**config.mk**
```make
export PLATFORM = sky130hd
export DESIGN_NAME = vcve2_wb_stage
export DESIGN_NICKNAME = d
export VERILOG_FILES = /design/src/rtl/vcve2_wb_stage.sv
export SDC_FILE = /design/constraint.sdc
export NUM_CORES = 1
export LEC_CHECK = 0
export ABC_AREA = 1
export CAP_MARGIN = 20
export CELL_PAD_IN_SITES_DETAIL_PLACEMENT = 1
export CELL_PAD_IN_SITES_GLOBAL_PLACEMENT = 2
export CORE_MARGIN = 2
export CORE_UTILIZATION = 25
export CTS_BUF_LIST = sky130_fd_sc_hd__clkbuf_8
export CTS_CLUSTER_SIZE = 20
export DETAILED_ROUTE_END_ITERATION = 10
export PLACE_DENSITY_LB_ADDON = 0.1
export SLEW_MARGIN = 10
export SYNTH_ARGS = -nofsm -noshare
export SYNTH_HDL_FRONTEND = slang
export SYNTH_SLANG_ARGS = --single-unit
```
**constraint.sdc**
```tcl
create_clock -name clk_i -period 11.8 [get_ports clk_i]
set_clock_uncertainty 0.05 [all_clocks]
set_input_delay 3.54 -clock clk_i [delete_from_list [all_inputs] [get_ports clk_i]]
set_output_delay 3.54 -clock clk_i [all_outputs]
set_load 0.01 [all_outputs]
```
**src/rtl/vcve2_wb_stage.sv**
```systemverilog
// Writeback stage for the vector CVE2 core: holds one retiring instruction, waits for
// scalar load responses, and assembles multi-beat vector loads into one VLEN-wide write.
module vcve2_wb_stage #(
    parameter int unsigned XLEN = 32,
    parameter int unsigned VLEN = 128
) (
    input  logic            clk_i,
    input  logic            rst_i,
    input  logic            valid_id_i,
    output logic            ready_wb_o,
    input  logic            instr_is_compressed_id_i,
    input  logic            instr_perf_count_id_i,
    input  logic [4:0]      rf_waddr_id_i,
    input  logic [XLEN-1:0] rf_wdata_id_i,
    input  logic            rf_we_id_i,
    input  logic            rf_load_id_i,
    input  logic [4:0]      vrf_waddr_id_i,
    input  logic [VLEN-1:0] vrf_wdata_id_i,
    input  logic            vrf_we_id_i,
    input  logic            vrf_load_id_i,
    input  logic            lsu_resp_valid_i,
    input  logic            lsu_resp_err_i,
    input  logic [XLEN-1:0] lsu_rdata_i,
    output logic [4:0]      rf_waddr_wb_o,
    output logic [XLEN-1:0] rf_wdata_wb_o,
    output logic            rf_we_wb_o,
    output logic [4:0]      vrf_waddr_wb_o,
    output logic [VLEN-1:0] vrf_wdata_wb_o,
    output logic            vrf_we_wb_o,
    output logic            rf_wpend_o,
    output logic            vrf_wpend_o,
    output logic            perf_instr_ret_wb_o,
    output logic            perf_instr_ret_compressed_wb_o
);

    localparam int unsigned VBEATS = VLEN / XLEN;
    localparam int unsigned CNT_W  = (VBEATS > 1) ? $clog2(VBEATS) : 1;
    localparam logic [CNT_W-1:0] CNT_LAST = CNT_W'(VBEATS - 1);

    typedef enum logic [1:0] {
        S_EMPTY    = 2'd0,
        S_FULL     = 2'd1,
        S_WAIT_LD  = 2'd2,
        S_WAIT_VLD = 2'd3
    } state_e;

    state_e            r_state;
    logic [4:0]        r_rf_waddr;
    logic [XLEN-1:0]   r_rf_wdata;
    logic              r_rf_we;
    logic [4:0]        r_vrf_waddr;
    logic [VLEN-1:0]   r_vrf_wdata;
    logic              r_vrf_we;
    logic              r_compressed;
    logic              r_perf;
    logic [CNT_W-1:0]  r_cnt;
    logic [VLEN-1:0]   r_vbuf;

    logic              w_beat_ok;
    logic              w_vld_last;
    logic              w_retire;
    logic [VLEN-1:0]   w_vbuf_merged;

    assign w_beat_ok  = lsu_resp_valid_i & ~lsu_resp_err_i;
    assign w_vld_last = (r_cnt == CNT_LAST);
    assign ready_wb_o = (r_state == S_EMPTY) | (r_state == S_FULL);

    // Current beat overlaid on the partially assembled vector at the slot picked by r_cnt.
    always_comb begin
        w_vbuf_merged = r_vbuf;
        for (int b = 0; b < int'(VBEATS); b++) begin
            if (r_cnt == CNT_W'(b)) begin
                w_vbuf_merged[b*XLEN +: XLEN] = lsu_rdata_i;
            end else begin
                w_vbuf_merged[b*XLEN +: XLEN] = r_vbuf[b*XLEN +: XLEN];
            end
        end
    end

    // Stage FSM: entry capture, load waiting and vector beat assembly.
    always_ff @(posedge clk_i or posedge rst_i) begin
        if (rst_i) begin
            r_state      <= S_EMPTY;
            r_rf_waddr   <= 5'd0;
            r_rf_wdata   <= '0;
            r_rf_we      <= 1'b0;
            r_vrf_waddr  <= 5'd0;
            r_vrf_wdata  <= '0;
            r_vrf_we     <= 1'b0;
            r_compressed <= 1'b0;
            r_perf       <= 1'b0;
            r_cnt        <= '0;
            r_vbuf       <= '0;
        end else begin
            case (r_state)
                S_EMPTY, S_FULL: begin
                    if (valid_id_i) begin
                        r_rf_waddr   <= rf_waddr_id_i;
                        r_rf_wdata   <= rf_wdata_id_i;
                        r_rf_we      <= rf_we_id_i;
                        r_vrf_waddr  <= vrf_waddr_id_i;
                        r_vrf_wdata  <= vrf_wdata_id_i;
                        r_vrf_we     <= vrf_we_id_i;
                        r_compressed <= instr_is_compressed_id_i;
                        r_perf       <= instr_perf_count_id_i;
                        r_cnt        <= '0;
                        if (vrf_load_id_i) begin
                            r_state <= S_WAIT_VLD;
                        end else if (rf_load_id_i) begin
                            r_state <= S_WAIT_LD;
                        end else begin
                            r_state <= S_FULL;
                        end
                    end else begin
                        r_state <= S_EMPTY;
                    end
                end
                S_WAIT_LD: begin
                    if (lsu_resp_valid_i) begin
                        r_state <= S_EMPTY;
                    end else begin
                        r_state <= S_WAIT_LD;
                    end
                end
                S_WAIT_VLD: begin
                    // An errored beat aborts the whole vector; the LSU sends nothing more for it.
                    if (lsu_resp_valid_i && (lsu_resp_err_i || w_vld_last)) begin
                        r_state <= S_EMPTY;
                        r_cnt   <= '0;
                    end else if (lsu_resp_valid_i) begin
                        r_vbuf  <= w_vbuf_merged;
                        r_cnt   <= r_cnt + CNT_W'(1);
                    end else begin
                        r_state <= S_WAIT_VLD;
                    end
                end
                default: begin
                    r_state <= S_EMPTY;
                    r_cnt   <= '0;
                end
            endcase
        end
    end

    // Write ports and retire pulse; load completions forward LSU data in the response cycle.
    always_comb begin
        rf_we_wb_o     = 1'b0;
        rf_wdata_wb_o  = '0;
        vrf_we_wb_o    = 1'b0;
        vrf_wdata_wb_o = '0;
        w_retire       = 1'b0;
        case (r_state)
            S_FULL: begin
                rf_we_wb_o     = r_rf_we;
                rf_wdata_wb_o  = r_rf_we ? r_rf_wdata : '0;
                vrf_we_wb_o    = r_vrf_we;
                vrf_wdata_wb_o = r_vrf_we ? r_vrf_wdata : '0;
                w_retire       = r_perf;
            end
            S_WAIT_LD: begin
                if (w_beat_ok) begin
                    rf_we_wb_o    = 1'b1;
                    rf_wdata_wb_o = lsu_rdata_i;
                    w_retire      = r_perf;
                end else begin
                    rf_we_wb_o    = 1'b0;
                end
            end
            S_WAIT_VLD: begin
                if (w_beat_ok && w_vld_last) begin
                    vrf_we_wb_o    = 1'b1;
                    vrf_wdata_wb_o = w_vbuf_merged;
                    w_retire       = r_perf;
                end else begin
                    vrf_we_wb_o    = 1'b0;
                end
            end
            default: begin
                w_retire = 1'b0;
            end
        endcase
    end

    assign rf_waddr_wb_o                  = r_rf_waddr;
    assign vrf_waddr_wb_o                 = r_vrf_waddr;
    assign perf_instr_ret_wb_o            = w_retire;
    assign perf_instr_ret_compressed_wb_o = w_retire & r_compressed;
    assign rf_wpend_o  = r_rf_we  & ((r_state == S_FULL) | (r_state == S_WAIT_LD));
    assign vrf_wpend_o = r_vrf_we & ((r_state == S_FULL) | (r_state == S_WAIT_VLD));

endmodule

```
# == Word-level counts from Yosys, hierarchy flattened ==
# Index checks and enable logic that the tools add are counted.
# word_totals
input_bits,213
latch_bits,0
ramBits,0
word_cells,68
register_bits,306
mem_bits_ro,0
n_memories,0
# classes
n_reduce_logical,10
bitwise_logic,9
n_div,0
n_shift,0
addsub,1
mul,0
n_mux,28
magnitude_cmp,0
eq_ne,9
# ops
op,n
128-bit 2-to-1 mux,2
128-bit one-hot mux with 2 select lines,1
32-bit 2-to-1 mux,6
32-bit one-hot mux with 2 select lines,1
2-bit 2-to-1 mux,9
2-bit equality test (second input constant),4
3-bit inequality test (second input constant),2
2-bit one-hot mux with 3 select lines,1
3-bit AND reduction,2
1-bit AND,4
2-bit by 1-bit equality test with 1-bit output (second input constant),2
2-bit logical NOT,2
1-bit 2-to-1 mux,4
1-bit one-hot mux with 2 select lines,2
2-bit one-hot mux with 2 select lines,1
1-bit bitwise OR,3
1-bit one-hot mux with 3 select lines,1
2-bit by 1-bit adder with 2-bit output (second input constant),1
1-bit logical AND,2
2-bit inequality test (second input constant),1
1-bit inverter,2
2-bit AND reduction,1
2-bit nonzero test,1
2-bit OR reduction,1
1-bit logical OR,1

# == Depth between registers and ports, before layout ==
# Gate-level depths: netlist (run 1).
# logic_depth
ltp_word,6
ltp_mapped,10
mapped_depth_nobuf,9

# == Least setup slack after synthesis (run 1) ==
# OpenSTA, ideal clock, no wires.
# synth_path
path_type,input to output
startpoint,input lsu_resp_err_i
endpoint,output rf_wdata_wb_o[16]
stages,6
required_time_ns,8.210
arrival_ns,4.402
slack_ns,3.808
n_path_buf,1
cell_sequence,inv_1 -> nand2_1 -> nor2_1 -> buf_2 -> nand2_1 -> a21oi_1
# synth_between
elab_chain_cells,4
# synth_lines
item,line,rtl
from (decl),22,"input logic lsu_resp_err_i,"
1-bit inverter,64,assign w_beat_ok = lsu_resp_valid_i & ~lsu_resp_err_i;
1-bit AND,64,
32-bit 2-to-1 mux,161,if (w_beat_ok) begin
32-bit one-hot mux with 2 select lines,152,case (r_state)
to (decl),25,"output logic [XLEN-1:0] rf_wdata_wb_o,"
# No other way between the ends.

# == Worst setup path after layout (run 1) ==
# layout_path
startpoint,input lsu_resp_err_i
endpoint,output rf_wdata_wb_o[6]
# The elaborated chain is that of the path after synthesis.

==> metrics.md, run 1 <==
| Metric | Value |
|---|---|
| Boundary Pins | `390` |
| Max VDD drop | `0.000116 V` |
| Congestion Overflow GR | `0` |
| Hold_buf cts | `0` |
| Failing checks | `DRC` |
| HPWL Detailed | `43800 µm` |
| Int Power | `0.00277 W` |
| Fin. Hold Viols | `0` |
| Ranking of synthesized cells by area | `dfrtp_1, nand2_1, o21ai_0` |
| GRT Total Usage | `21.1%` |
| Die H | `249 µm` |
| Initial antenna violation count | `8` |
| Shortest period the worst path allows | `9800 ps` |
| Leakage power total | `9.60 nW` |
| Hold Path Class | `reg -> reg` |
| Data arrival time of the critical path | `6210 ps` |
| Critical path peak fanout | `24` |
| H-tree levels | `2` |
| FMAX | `0.102 GHz` |
| Initial Util | `25.3%` |
| # port buffers | `389` |
| Setup CP Type | `in -> out` |
| Most common cell after layout, fill and taps aside | `nand2_1` |
| Status | `finished, violations left` |
| Critical path, cell by cell | `clkdlybuf4s50_1 -> inv_1 -> nand2_1 -> nor2_2 -> buf_4 -> nand2_1 -> a21oi_1 -> clkdlybuf4s50_1` |
| First DRT Iteration DRCs | `771` |
| Final Max Tran Viols | `0` |
| DR pass1 iterations | `8` |
| Post-Syn Instances | `2025` |
| Register area share after synthesis | `51.1%` |
| Util after Layout | `35.0%` |
| YS warnings | `0` |
| DRC | `30` |
| CTS Sinks | `306` |
| Clock Power Share | `24.5%` |
| Buffer count from post-CTS setup fixing | `0` |
| TritonCTS clock tree | `done` |
| CTS buffer count | `61` |
| Share of power burned in registers | `36.5%` |
| Crit start category | `input pin` |
| Clock transition at path regs | `60 ps` |
| First-pass GRT wire length | `97800 µm` |
| Post-synth top area cell | `dfrtp_1` |
| Max-cap violations | `0` |
| Core ar. | `59100 µm²` |
| Root Buffer | `clkbuf_8` |
| Vias | `14.5k` |
| Vias in the first global route | `15.1k` |
| Final setup violating endpoints | `0` |
| Combinational power share | `38.9%` |
| GPL Wtd Cong | `0.774` |
| Slowest cell on the critical path | `nor2_2` |
| Fraction of layout cells with a size suffix above 1 | `5.17%` |
| RSZ-0062 raised after global routing | `no` |
| WL per Instance | `20.8 µm` |
| DIE AREA | `61900 µm²` |
| Area grow syn2layout | `38.1%` |
| DRT antenna net count | `0` |
| Syn Area/Cell | `7.39 µm²` |
| Crit path capture type | `primary output` |
| Least-Margin Pin Slew | `1070 ps` |
| Post-Route WL | `65800 µm` |
| Power Density | `220 nW/µm²` |
| Largest stage delay on the critical path | `820 ps` |
| Worst EP required | `8210 ps` |
| Post_cts resized | `0` |
| # rows | `89` |
| Share of the synthesized area in the top cell type | `51.1%` |
| Tcrit/Tclk final | `83.1%` |
| Width of the die | `249 µm` |
| Clk buf depth | `3` |
| Clock latency on the worst-skew pair | `650 ps` |
| #FFs+latches synth | `306` |
| Largest net degree at the start of global routing | `148` |
| Vias per inst | `4.58` |
| Switching Share | `39.1%` |
| Net Switching | `0.00178 W` |
| Syn Nets | `2246` |
| Most frequent cells in the layout | `nand2_1, clkdlybuf4s50_1, dfrtp_1, inv_1, o21ai_0` |
| Post-Syn Area | `15000 µm²` |
| Setup TNS | `0 ps` |
| Slew margin rel. | `28.5%` |
| Yosys cell types | `19` |
| Final #Nets | `2553` |
==> metrics by stage <==
stage	instance area, µm²	total power, W	hold WS (ps)	setup WS, ps	std cells
5_1_grt	20700	0.00493	334	1770	3152
4_1_cts	20600	0.00460	330	1930	3149
3_5_place_dp	19400	0.00345	317	1950	3040
6_report	20700	0.00455	325	2000	3155
3_3_place_gp	19300	0.00337	315	1960	3037
2_1_floorplan	15000	0.00272	379	3810	2025
==> critical path: cells and delay by family <==
kind	cells	cell delay, ps
buffers and inverters	4	1420
AO/OA/AOI/OAI	1	170
AND/OR/NAND/NOR	3	1070
==> routing by layer <==
layer  wire, µm  up-vias  GRT usage (%)
met5         77        -              0
met4       1820       12           6.13
met3       3630       99           5.21
met2      30700      309           33.9
met1      29600     7099           28.0
li1           -     6932              -
==> Yosys cell counts <==
| cell type | number |
|---|---|
| o21a_1 | 2 |
| o31ai_1 | 1 |
| inv_4 | 1 |
| nor2_1 | 118 |
| a21oi_1 | 134 |
| nand2_1 | 671 |
| buf_4 | 8 |
| buf_2 | 60 |
| clkbuf_1 | 92 |
| o21ai_0 | 188 |
| o21ai_1 | 106 |
| nor3_2 | 1 |
| inv_1 | 216 |
| dfrtp_1 | 306 |
| nand3_1 | 104 |
| buf_1 | 7 |
| inv_2 | 1 |
| ha_1 | 8 |
| nor2_2 | 1 |
==> registers in the layout (all words and copies together), names as in the netlist <==
signal,cells
vrf_waddr_wb_o,5
rf_waddr_wb_o,5
r_compressed,1
r_rf_we,1
r_vrf_we,1
r_vbuf,128
r_state,2
r_cnt,2
r_vrf_wdata,128
r_perf,1
r_rf_wdata,32
==> power groups by stage <==
stage	Clock, W	Combinational (W)	Sequential (W)
floorplan	0	0.00107	0.00165
global route	0.00121	0.00201	0.00172
global placement	0	0.00169	0.00168
finish	0.00112	0.00177	0.00166
CTS	0.00116	0.00178	0.00167
detailed placement	0	0.00177	0.00168
==> final timing paths <==
path                           startpoint           endpoint  slack [ps]  cells past startpoint
min reg2reg                   r_vbuf[103]        r_vbuf[103]         330                      0
min in group asynchronous           rst_i    r_vrf_wdata[34]        3190                      2
min                           r_vbuf[103]        r_vbuf[103]         330                      0
max reg2reg                    r_state[1]    r_vrf_wdata[93]        8130                     10
max                        lsu_resp_err_i   rf_wdata_wb_o[6]        2000                      8
max in group asynchronous           rst_i  vrf_waddr_wb_o[3]        7190                      3
==> layout make-up <==
type,instances,area (µm²)
clock buffers,83,1140
repair buffers,411,4170
multi-input cells,1334,5800
inverters,218,825
flip-flops and latches,306,7660
clock inverters,26,106
diodes,4,10.0
fillers,7075,38400
well taps,773,967
==> cells by family after synthesis <==
kind of cell,after synthesis,share of synthesized area (%)
flip-flops,306,51.1
AND/OR/NAND/NOR,895,23.4
buffers and inverters,385,10.4
adder cells (fa/ha/maj),8,0.669
AO/OA/AOI/OAI,431,14.5
Note: power is estimated with default switching activity, not from simulation.
==> run 2, diff against run 1 <==
Settings changed: CORE_UTILIZATION 25 to 28.
Clock period 11.8 ns to 9.45 ns, I/O delays scaled along.
==> metrics.md, run 2 (synthesis gave the netlist of run 1 again) <==
| Metric | Value |
|---|---|
| Status | `completed` |
| Initial Util | `28.4% (+3.1 points)` |
| First-pass GRT wire length | `96100 µm (-1.7%)` |
| Slowest cell on the critical path | `nor2_2` |
| Critical path peak fanout | `15 (-38%)` |
| TritonCTS clock tree | `done` |
| Crit path capture type | `primary output` |
| Slew margin rel. | `40.8% (+12 points)` |
| Largest net degree at the start of global routing | `146 (-1.4%)` |
| Fin area | `20500 µm² (-0.70%)` |
| Final #Nets | `2551 (-0.078%)` |
| Boundary Pins | `390 (unchanged)` |
| Initial antenna violation count | `11 (+3)` |
| Hold Path Class | `reg -> reg` |
| Fin. Hold Viols | `0 (unchanged)` |
| Setup TNS | `0 ps (unchanged)` |
| Vias in the first global route | `15.2k (+0.61%)` |
| HPWL Detailed | `43600 µm (-0.41%)` |
| DR pass1 iterations | `5 (-3)` |
| Clock transition at path regs | `50 ps (about the same)` |
| Max VDD drop | `0.000125 V (+8.5%)` |
| # port buffers | `389 (unchanged)` |
| Core ar. | `52800 µm² (-11%)` |
| Power Density | `275 nW/µm² (+25%)` |
| Met3 GRT Util | `5.23% (+0.016 points)` |
| Met1 Usage GRT | `29.9% (+2.0 points)` |
| Width of the die | `235 µm (-5.4%)` |
| Buffer count from post-CTS setup fixing | `0 (unchanged)` |
| Tcrit/Tclk final | `86.5%` |
| Vias per inst | `4.70 (+2.7%)` |
| Critical path, cell by cell | `clkdlybuf4s50_1 -> nand2_1 -> nor2_2 -> buf_4 -> nand2_1 -> a21oi_1 -> clkdlybuf4s50_1` |
| Final setup violating endpoints | `0 (unchanged)` |
| Shortest period the worst path allows | `8180 ps` |
| Vias | `14.4k (-0.24%)` |
| Root Buffer | `clkbuf_8` |
| Data arrival time of the critical path | `5290 ps (-920 ps)` |
| DIE AREA | `55300 µm² (-11%)` |
| DRC | `0 (-100%)` |
| Crit-path leading delay family | `buffers and inverters` |
| CTS Sinks | `306 (unchanged)` |
| CTS buffer count | `57 (-6.6%)` |
| Power Total | `0.00565 W (+24%)` |
| Fraction of layout cells with a size suffix above 1 | `5.05% (-0.12 points)` |
| GRT Total Usage | `23.0% (+1.9 points)` |
| # rows | `84 (-5.6%)` |
| GPL Wtd Cong | `0.784 (+1.4%)` |
| Final Max Tran Viols | `0 (unchanged)` |
| Largest registers | `r_vbuf x128, r_vrf_wdata x128, r_rf_wdata x32` |
| GR Util met2 | `38.0% (+4.1 points)` |
| Post-Route WL | `64000 µm (-2.8%)` |
| Hold_buf cts | `0 (unchanged)` |
| Leakage power total | `9.57 nW (-0.27%)` |
| Most common cell after layout, fill and taps aside | `nand2_1` |
| Max-cap violations | `0 (unchanged)` |
| Non-Filler Instances | `3065 (-2.9%)` |
| Post_cts resized | `0 (unchanged)` |
| Buf/Inv on CP | `3 (-1)` |
| Worst EP required | `6570 ps (-1640 ps)` |
| Hold slack | `325 ps (+0.0820 ps)` |
| FMAX | `0.122 GHz` |
| Placed Area | `19200 µm² (-0.66%)` |
| Die H | `235 µm (-5.4%)` |
| Clock latency on the worst-skew pair | `640 ps (about the same)` |
| DRT antenna net count | `0 (unchanged)` |
| GRT busiest layer | `met2` |
| Largest stage delay on the critical path | `650 ps (-170 ps)` |
| Setup CP Type | `in -> out` |
| WL per Instance | `20.9 µm (+0.10%)` |
| RSZ-0062 raised after global routing | `no` |
| Least-Margin Pin Slew | `885 ps (-188 ps)` |
| Congestion Overflow GR | `0 (unchanged)` |
| Clk buf depth | `3 (unchanged)` |
| First DRT Iteration DRCs | `782 (+1.4%)` |
| Most frequent cells in the layout | `nand2_1, clkdlybuf4s50_1, dfrtp_1, inv_1, o21ai_0` |
| H-tree levels | `2 (unchanged)` |
| Crit start category | `input pin` |
| Placed Instances | `2954 (-2.8%)` |
| Area grow syn2layout | `37.2%` |
## run 2: changes by cell type in the layout (fill, tap and decap cells not counted), sizes merged
cell,before,now
buf,23,25
clkbuf,83,76
clkinvlp,2,3
diode,4,2
inv,238,239
## run 2: per-stage QoR
step / utilization [%] / worst slack, ps
after floorplan: - / 2490
after global placement: 36.4 / 1270
after detailed placement: 36.5 / 1210
after CTS: 38.7 / 1210
after global routing: 38.9 / 1070
final: 38.9 / 1270
## run 2: per-layer routing
layer	vias up	part of all wire [%]
met1	7072	44
met2	325	47
met4	14	2.7
met5	-	0.13
met3	84	5.7
li1	6921	-
## run 2: final cells by class
| class | instances | area, µm² |
|---|---|---|
| fillers | 6430 | 32200 |
| clock inverters | 28 | 125 |
| clock buffers | 76 | 1050 |
| multi-input cells | 1334 | 5800 |
| flip-flops and latches | 306 | 7660 |
| diodes | 2 | 5.00 |
| repair buffers | 413 | 4220 |
| inverters | 218 | 825 |
| well taps | 688 | 861 |
## run 2: final timing paths
check,start,to,slack [ps],cells after the start
worst max register to register,r_state[1],r_vrf_wdata[65],5810,10
worst max-delay path,lsu_resp_valid_i,rf_wdata_wb_o[7],1270,7
worst min register to register,r_vbuf[103],r_vbuf[103],330,0
max in group asynchronous,rst_i,vrf_waddr_wb_o[0],5530,3
worst min-delay path,r_vbuf[103],r_vbuf[103],330,0
min in group asynchronous,rst_i,r_vrf_wdata[34],2610,2
## run 2: worst reg2reg max path: cells and delay by family, from the launching register on
family                     cells  cell delay [ps]
DFF                            1              420
adders and majority gates      1              150
AOI/OAI and AO/OA              1               60
and+or+nand+nor                3             1090
buffers and inverters          5             1710
## run 2: power by group
part	switching (W)	internal [W]	total [W]
clock	0.000609	0.000714	0.00132
sequential	0.000193	0.00188	0.00207
combinational	0.00144	0.000812	0.00226
==> run 3, diff against run 2 <==
Settings changed: GPL_TIMING_DRIVEN set to 1.
==> results of run 3 <==
Final layout, timing and power as in run 2 (identical DEF).
